--- config.mk ---
export PLATFORM = sky130hd
export DESIGN_NAME = change_dispense_ctrl_flat
export DESIGN_NICKNAME = d
export VERILOG_FILES = /design/src/rtl/change_dispense_ctrl_pkg.sv /design/src/rtl/change_dispense_ctrl_if.sv /design/src/rtl/change_dispense_ctrl_greedy_coin_pick.sv /design/src/rtl/change_dispense_ctrl.sv /design/src/flat_wrapper.sv
export SDC_FILE = /design/constraint.sdc
export NUM_CORES = 1
export LEC_CHECK = 0
export BUFFER_PORTS_ARGS = -buffer_cell sky130_fd_sc_hd__buf_2
export CORE_ASPECT_RATIO = 1.2
export CORE_MARGIN = 2
export CORE_UTILIZATION = 60
export CTS_BUF_LIST = sky130_fd_sc_hd__clkbuf_8
export CTS_CLUSTER_DIAMETER = 120
export DETAILED_ROUTE_END_ITERATION = 7
export PLACE_DENSITY = 0.91
export SLEW_MARGIN = 0
export SYNTH_ARGS = -nofsm -noshare
export SYNTH_HDL_FRONTEND = slang
export SYNTH_SLANG_ARGS = --single-unit
--- constraint.sdc ---
create_clock -name clk -period 3.8 [get_ports clk]
set_input_delay 0 -clock clk [delete_from_list [all_inputs] [get_ports clk]]
set_output_delay 0 -clock clk [all_outputs]
set_load 0.05 [all_outputs]
--- src/rtl/change_dispense_ctrl_pkg.sv ---
// Shared types and constants for the change dispenser: FSM states,
// the coin select encoding used by the deposit and eject paths, and coin values.
package change_dispense_ctrl_pkg;

  localparam int DEFAULT_AMT_W = 5;
  localparam int DEFAULT_CNT_W = 5;

  typedef enum logic [2:0] {
    ST_IDLE,
    ST_PLAN,
    ST_PAY_REQ,
    ST_PAY_WAIT,
    ST_DONE,
    ST_FAIL
  } state_t;

  typedef enum logic [1:0] {
    COIN_ONE  = 2'd0,
    COIN_TWO  = 2'd1,
    COIN_FIVE = 2'd2,
    COIN_TEN  = 2'd3
  } coin_t;

  localparam logic [3:0] COIN_VALUE [4] = '{4'd1, 4'd2, 4'd5, 4'd10};

  function automatic logic [3:0] coin_value(input logic [1:0] sel);
    return COIN_VALUE[sel];
  endfunction

endpackage

--- src/rtl/change_dispense_ctrl_if.sv ---
// Coin ejector handshake: the controller holds eject_req/eject_coin
// until the ejector answers with eject_ack.
interface change_dispense_ctrl_if;

  logic       eject_req;
  logic [1:0] eject_coin;
  logic       eject_ack;

  modport master (output eject_req, output eject_coin, input eject_ack);
  modport slave  (input eject_req, input eject_coin, output eject_ack);

endinterface

--- src/rtl/change_dispense_ctrl_greedy_coin_pick.sv ---
// Combinational greedy selector: largest coin that fits the amount and is in stock.
module greedy_coin_pick
  import change_dispense_ctrl_pkg::*;
#(
  parameter int AMT_W = DEFAULT_AMT_W,
  parameter int CNT_W = DEFAULT_CNT_W
) (
  input  logic [AMT_W-1:0] amount,
  input  logic [CNT_W-1:0] cnt_one,
  input  logic [CNT_W-1:0] cnt_two,
  input  logic [CNT_W-1:0] cnt_five,
  input  logic [CNT_W-1:0] cnt_ten,
  output logic             found,
  output logic [1:0]       coin_sel,
  output logic [AMT_W-1:0] coin_val
);

  always_comb begin
    found    = 1'b0;
    coin_sel = COIN_ONE;
    coin_val = '0;
    if (cnt_ten != '0 && amount >= AMT_W'(coin_value(COIN_TEN))) begin
      found    = 1'b1;
      coin_sel = COIN_TEN;
    end else if (cnt_five != '0 && amount >= AMT_W'(coin_value(COIN_FIVE))) begin
      found    = 1'b1;
      coin_sel = COIN_FIVE;
    end else if (cnt_two != '0 && amount >= AMT_W'(coin_value(COIN_TWO))) begin
      found    = 1'b1;
      coin_sel = COIN_TWO;
    end else if (cnt_one != '0 && amount >= AMT_W'(coin_value(COIN_ONE))) begin
      found    = 1'b1;
      coin_sel = COIN_ONE;
    end
    if (found) coin_val = AMT_W'(coin_value(coin_sel));
  end

endmodule

--- src/rtl/change_dispense_ctrl.sv ---
// Change payout sequencer: dry-runs a greedy payout on a shadow inventory,
// then ejects coins one at a time only if the full amount can be paid.
module change_dispense_ctrl
  import change_dispense_ctrl_pkg::*;
#(
  parameter int AMT_W = DEFAULT_AMT_W,
  parameter int CNT_W = DEFAULT_CNT_W
) (
  input  logic                   clk,
  input  logic                   reset,
  input  logic                   start,
  input  logic [AMT_W-1:0]       change_amt,
  input  logic                   coin_in_valid,
  input  logic [1:0]             coin_in_sel,
  input  logic                   load_inv,
  input  logic [CNT_W-1:0]       inv_one,
  input  logic [CNT_W-1:0]       inv_two,
  input  logic [CNT_W-1:0]       inv_five,
  input  logic [CNT_W-1:0]       inv_ten,
  change_dispense_ctrl_if.master eject,
  output logic                   busy,
  output logic                   done,
  output logic                   short_change,
  output logic [AMT_W-1:0]       remaining,
  output logic [CNT_W-1:0]       cnt_one,
  output logic [CNT_W-1:0]       cnt_two,
  output logic [CNT_W-1:0]       cnt_five,
  output logic [CNT_W-1:0]       cnt_ten
);

  state_t           state;
  logic [CNT_W-1:0] live_cnt   [4];
  logic [CNT_W-1:0] shadow_cnt [4];
  logic [CNT_W-1:0] inv_vals   [4];
  logic [CNT_W-1:0] cnt_next   [4];
  logic [AMT_W-1:0] plan_rem;
  logic [AMT_W-1:0] pay_val_q;
  logic [3:0]       dep_hit;
  logic [3:0]       dec_hit;
  logic             ack_fire;

  logic             plan_found, pay_found;
  logic [1:0]       plan_sel, pay_sel;
  logic [AMT_W-1:0] plan_val, pay_val;

  assign inv_vals = '{inv_one, inv_two, inv_five, inv_ten};
  assign ack_fire = (state == ST_PAY_WAIT) && eject.eject_ack;

  assign cnt_one  = live_cnt[COIN_ONE];
  assign cnt_two  = live_cnt[COIN_TWO];
  assign cnt_five = live_cnt[COIN_FIVE];
  assign cnt_ten  = live_cnt[COIN_TEN];

  greedy_coin_pick #(.AMT_W(AMT_W), .CNT_W(CNT_W)) u_plan_pick (
    .amount   (plan_rem),
    .cnt_one  (shadow_cnt[COIN_ONE]),
    .cnt_two  (shadow_cnt[COIN_TWO]),
    .cnt_five (shadow_cnt[COIN_FIVE]),
    .cnt_ten  (shadow_cnt[COIN_TEN]),
    .found    (plan_found),
    .coin_sel (plan_sel),
    .coin_val (plan_val)
  );

  greedy_coin_pick #(.AMT_W(AMT_W), .CNT_W(CNT_W)) u_pay_pick (
    .amount   (remaining),
    .cnt_one  (live_cnt[COIN_ONE]),
    .cnt_two  (live_cnt[COIN_TWO]),
    .cnt_five (live_cnt[COIN_FIVE]),
    .cnt_ten  (live_cnt[COIN_TEN]),
    .found    (pay_found),
    .coin_sel (pay_sel),
    .coin_val (pay_val)
  );

  // A deposit and an eject of the same coin in one cycle cancel out; counts saturate.
  always_comb begin
    dep_hit = '0;
    dec_hit = '0;
    if (coin_in_valid) dep_hit[coin_in_sel] = 1'b1;
    if (ack_fire) dec_hit[eject.eject_coin] = 1'b1;
    for (int d = 0; d < 4; d++) begin
      cnt_next[d] = live_cnt[d];
      if (load_inv && state == ST_IDLE) begin
        cnt_next[d] = inv_vals[d];
      end else if (dep_hit[d] && !dec_hit[d]) begin
        if (live_cnt[d] != '1) cnt_next[d] = live_cnt[d] + CNT_W'(1);
      end else if (dec_hit[d] && !dep_hit[d]) begin
        cnt_next[d] = live_cnt[d] - CNT_W'(1);
      end
    end
  end

  always_ff @(posedge clk) begin
    if (reset) begin
      state            <= ST_IDLE;
      plan_rem         <= '0;
      pay_val_q        <= '0;
      remaining        <= '0;
      eject.eject_req  <= 1'b0;
      eject.eject_coin <= COIN_ONE;
      busy             <= 1'b0;
      done             <= 1'b0;
      short_change     <= 1'b0;
      for (int d = 0; d < 4; d++) begin
        live_cnt[d]   <= '0;
        shadow_cnt[d] <= '0;
      end
    end else begin
      done         <= 1'b0;
      short_change <= 1'b0;
      for (int d = 0; d < 4; d++) live_cnt[d] <= cnt_next[d];
      case (state)
        ST_IDLE: begin
          if (start) begin
            remaining <= change_amt;
            plan_rem  <= change_amt;
            busy      <= 1'b1;
            for (int d = 0; d < 4; d++) shadow_cnt[d] <= live_cnt[d];
            state <= (change_amt == '0) ? ST_DONE : ST_PLAN;
          end
        end
        ST_PLAN: begin
          if (plan_found) begin
            shadow_cnt[plan_sel] <= shadow_cnt[plan_sel] - CNT_W'(1);
            plan_rem             <= plan_rem - plan_val;
            if (plan_rem == plan_val) state <= ST_PAY_REQ;
          end else begin
            state <= ST_FAIL;
          end
        end
        ST_PAY_REQ: begin
          if (pay_found) begin
            eject.eject_req  <= 1'b1;
            eject.eject_coin <= pay_sel;
            pay_val_q        <= pay_val;
            state            <= ST_PAY_WAIT;
          end else begin
            state <= ST_FAIL;
          end
        end
        ST_PAY_WAIT: begin
          if (eject.eject_ack) begin
            eject.eject_req <= 1'b0;
            remaining       <= remaining - pay_val_q;
            state <= (remaining == pay_val_q) ? ST_DONE : ST_PAY_REQ;
          end
        end
        ST_DONE: begin
          done  <= 1'b1;
          busy  <= 1'b0;
          state <= ST_IDLE;
        end
        ST_FAIL: begin
          short_change <= 1'b1;
          busy         <= 1'b0;
          state        <= ST_IDLE;
        end
        default: begin
          eject.eject_req <= 1'b0;
          busy            <= 1'b0;
          state           <= ST_IDLE;
        end
      endcase
    end
  end

endmodule
--- src/flat_wrapper.sv ---
// flat-port wrapper written by rule: the top's interface ports become plain ports
module change_dispense_ctrl_flat import change_dispense_ctrl_pkg::*;
#(
  parameter int AMT_W = DEFAULT_AMT_W,
  parameter int CNT_W = DEFAULT_CNT_W
)
  (clk, reset, start, change_amt, coin_in_valid, coin_in_sel, load_inv, inv_one, inv_two, inv_five, inv_ten, busy, done, short_change, remaining, cnt_one, cnt_two, cnt_five, cnt_ten, eject_eject_req, eject_eject_coin, eject_eject_ack);
  change_dispense_ctrl_if eject_i ();
  input  logic clk;
  input  logic reset;
  input  logic start;
  input  logic [AMT_W-1:0] change_amt;
  input  logic coin_in_valid;
  input  logic [1:0] coin_in_sel;
  input  logic load_inv;
  input  logic [CNT_W-1:0] inv_one;
  input  logic [CNT_W-1:0] inv_two;
  input  logic [CNT_W-1:0] inv_five;
  input  logic [CNT_W-1:0] inv_ten;
  output logic busy;
  output logic done;
  output logic short_change;
  output logic [AMT_W-1:0] remaining;
  output logic [CNT_W-1:0] cnt_one;
  output logic [CNT_W-1:0] cnt_two;
  output logic [CNT_W-1:0] cnt_five;
  output logic [CNT_W-1:0] cnt_ten;
  output wire logic [$bits(eject_i.eject_req)-1:0] eject_eject_req;
  output wire logic [$bits(eject_i.eject_coin)-1:0] eject_eject_coin;
  input wire logic [$bits(eject_i.eject_ack)-1:0] eject_eject_ack;
  assign eject_eject_req = eject_i.eject_req;
  assign eject_eject_coin = eject_i.eject_coin;
  assign eject_i.eject_ack = eject_eject_ack;
  change_dispense_ctrl #(.AMT_W(AMT_W), .CNT_W(CNT_W)) u_core (.clk(clk), .reset(reset), .start(start), .change_amt(change_amt), .coin_in_valid(coin_in_valid), .coin_in_sel(coin_in_sel), .load_inv(load_inv), .inv_one(inv_one), .inv_two(inv_two), .inv_five(inv_five), .inv_ten(inv_ten), .eject(eject_i), .busy(busy), .done(done), .short_change(short_change), .remaining(remaining), .cnt_one(cnt_one), .cnt_two(cnt_two), .cnt_five(cnt_five), .cnt_ten(cnt_ten));
endmodule
==> qor.yml <==
outcome:
  outcome: "completed"
critical_path:
  critPathLaunchType: "flop"
  cp.buffers_inverters: 1
  startpoint: "u_core.state[0]"
  timing.rr.end: "u_core.live_cnt[0][19]"
  ff2ff_setup_slack_ns: 0.60
  crit_required_ns: 4.06
  setup.worst_path.class: "reg -> reg"
  arrival_ns: 3.47
  cpLargestDelayFamily: "simple AND/OR/NAND/NOR gates"
  reg2reg_depth: 11
  crit_top_cell: "ha_1"
  end_kind: "flop"
  cp_cell_sequence: "nand4b_1 -> or3_1 -> ha_1 -> inv_1 -> ha_1 -> a21o_1 -> a21oi_1 -> xnor2_1 -> nand2_1 -> xor2_1 -> a211oi_1"
  cp_slowest_cell: "dfxtp_1"
  crit_fanout: 17
  worst_path_largest_cell_delay_ns: 0.71
  timing.rr.start: "u_core.state[0]"
logic_synthesis:
  synthSimpleGateAreaFrac_pct: 20.2
  syn-num-nets: 554
  postSynthAreaPerCell_um2: 8.65
  ys_ff_latch: 62
  synthMuxAreaShare_pct: 3.08
  yosys-top-cells-area: "dfxtp_1 (20%), edfxtp_1 (14%), ha_1 (6.5%), a21oi_1 (5.0%), nand2_1 (4.5%)"
  synth_top_family_by_area: "compound AO/OA/AOI/OAI gates"
  async_flop_share_pct: 0
  ys_types: 64
  synth_flop_cell: "dfxtp_1"
  yosys.area_share.xor_xnor_pct: 4.72
  yosysSeqAreaShare_pct: 33.8
  netlist.area_leader.share_pct: 19.7
  synth_area_um2: 4270
  synth.largest_area_cell: "dfxtp_1"
  synth_compound_gate_area_share_pct: 25.1
  synth_edf_count: 20
  yosysWarnings: 0
  synth_cells: 493
  yosys.area_share.adder_pct: 9.27
placement:
  dp_hpwl_um: 8140
  place_congestion: 0.914
  post_dp_cell_area_um2: 4640
  io_buffers: 63
  place_ws_ns: 0.747
floorplan:
  io_pins: 64
  die_x_um: 81.0
  die_area_um2: 7800
  fp.dieH_um: 96.4
  rows: 33
  start_util_pct: 62.2
  coreArea_um2: 6850
timing:
  fmax_mhz: 312
  finalSetupViolations: 0
  relSlewSlack_pct: 32.9
  drv_slew: 0
  post-route-period-util_pct: 84.2
  grt_setup_unrepaired: "no"
  finClkSkew_ns: 0.0104
  setup_ws_ns: 0.599
  hold_viol: 0
  fin_setup_tns_ns: 0
  holdWs_ns: 0.0276
  tightest_slew_ns: 1.00
  fin_crit_ns: 3.20
routing:
  avgViaCountPerCell: 6.44
  ant_nets: 0
  drt_iter0_drc: 364
  via_count: 4230
  wl_um: 11800
  first_pass_iters: 5
  avgRoutedWirePerCell_um: 17.9
  drc: 0
cts:
  clock-root-buffer: "clkbuf_8"
  numCtsBuffers: 9
  cts_tree: "done"
  h-tree-depth: 3
  cts.sinks: 62
  cts_resized: 0
  clk_latency_ns: 0.35
  path_clk_slew_ns: 0.08
  clockBufferDepth: 2
layout:
  drive_above_1_share_pct: 18.1
  fin_nets: 626
  n_antenna_cell: 0
  multi_input_area_um2: 2660
  fin_area_um2: 5000
  area_delta_synth_final_pct: 17.2
  fill_cells: 482
  ff_latch_area_um2: 1440
global_routing:
  grt_overflow: 0
  first_global_vias: 4062
  grt_max_degree: 46
  grt_usage_pct: 31.2
  grt_pass1_wl_um: 18800
  antenna_found_initial: 0
min_path:
  hold_path.startpoint: "change_amt[1]"
  hold_class: "in -> reg"
  min_path_cells: 3
  worstHoldEndpoint: "u_core.remaining[1]"
flow_run:
  maxCapViolCount: 0
power:
  powerDensity_nw_per_um2: 1010
  leakagePower_nw: 2.14
  ir_drop_v: 0.000575
## worst max path at each step
stage / slack, ns / cells past startpoint / end
after global routing: 0.37 / 11 / u_core.live_cnt[0][19]
after CTS: 0.68 / 11 / u_core.live_cnt[0][19]
after floorplan: 0.96 / 11 / u_core.plan_rem[4]
after detailed placement: 0.75 / 11 / u_core.live_cnt[0][19]
after global placement: 0.86 / 11 / u_core.plan_rem[4]
final: 0.60 / 11 / u_core.live_cnt[0][19]
## power breakdown
part | total [mW] | switching [mW] | leakage (nW) | internal (mW)
sequential | 1.31 | 0.365 | 0.562 | 0.949
combinational | 3.03 | 1.88 | 1.46 | 1.15
clock | 0.675 | 0.274 | 0.121 | 0.401
total | 5.02 | 2.52 | 2.14 | 2.50
## Yosys cell counts, types with 12 or more instances
library cell	instances
inv_1	19
clkbuf_1	16
nor3_1	12
ha_1	22
o21ai_0	33
a211oi_1	14
a21oi_1	43
mux2i_1	12
a21o_1	14
dfxtp_1	42
xnor2_1	13
edfxtp_1	20
nand2_1	51
nor2_1	51
## repair_timing
action,CTS,global route
hold buffers,13,0
endpoints found under the hold margin,13,0
setup buffers,0,0
## placed cells by master, fill, tap and decap left out, types with 10 or more instances in the layout
| cell | n |
|---|---|
| a211oi_1 | 14 |
| a21o_1 | 14 |
| a21oi_1 | 43 |
| buf_2 | 63 |
| clkbuf_8 | 11 |
| dfxtp_1 | 42 |
| dlygate4sd3_1 | 13 |
| edfxtp_1 | 20 |
| ha_1 | 22 |
| inv_1 | 20 |
| mux2i_1 | 12 |
| nand2_1 | 51 |
| nor2_1 | 51 |
| nor3_1 | 12 |
| o21ai_0 | 33 |
| xnor2_1 | 13 |
| xor2_1 | 10 |
## stage by stage
stage,std cells,util (%),power (mW)
global route,657,72.9,5.34
CTS,657,72.9,4.96
floorplan,493,-,3.57
finish,657,72.9,5.02
global placement,628,67.7,4.16
detailed placement,628,67.7,4.27
## cell type report
cell class              instances  share of cell area (%)
repair buffers                 80                    9.51
flip-flops and latches         62                    28.8
multi-input cells             392                    53.2
clock buffers                  11                    3.03
inverters                      20                    1.75
clock inverters                 5                    1.48
well taps                      87                    2.18
## metal layers
layer / track usage (%) / share of wire [%] / vias to the layer above
li1: - / - / 1966
met1: 38.6 / 40 / 2012
met2: 52.4 / 52 / 223
met3: 5.53 / 6.4 / 29
met4: 14.7 / 2.3 / 0
met5: 0 / 0 / -
## worst register-to-register path, stage by stage (launching register included)
cell	delay, ns
dfxtp_1	0.71
nand4b_1	0.32
or3_1	0.39
ha_1	0.22
inv_1	0.18
ha_1	0.31
a21o_1	0.20
a21oi_1	0.18
xnor2_1	0.13
nand2_1	0.08
xor2_1	0.18
a211oi_1	0.22
## state kept, by name (all words and copies together) (netlist names)
name,count
u_core.shadow_cnt,20
u_core.plan_rem,5
u_core.live_cnt,20
u_core.eject.eject_req,1
u_core.busy,1
u_core.pay_val_q,3
u_core.state,3
u_core.done,1
u_core.remaining,5
u_core.eject.eject_coin,2
u_core.short_change,1
## logic make-up after synthesis
group,Yosys count
compound gates,157
buf+inv,39
simple gates,171
flops,62
xor+xnor,23
mux,13
fa+ha+maj,28
Note: power is estimated with default switching activity, not from simulation.
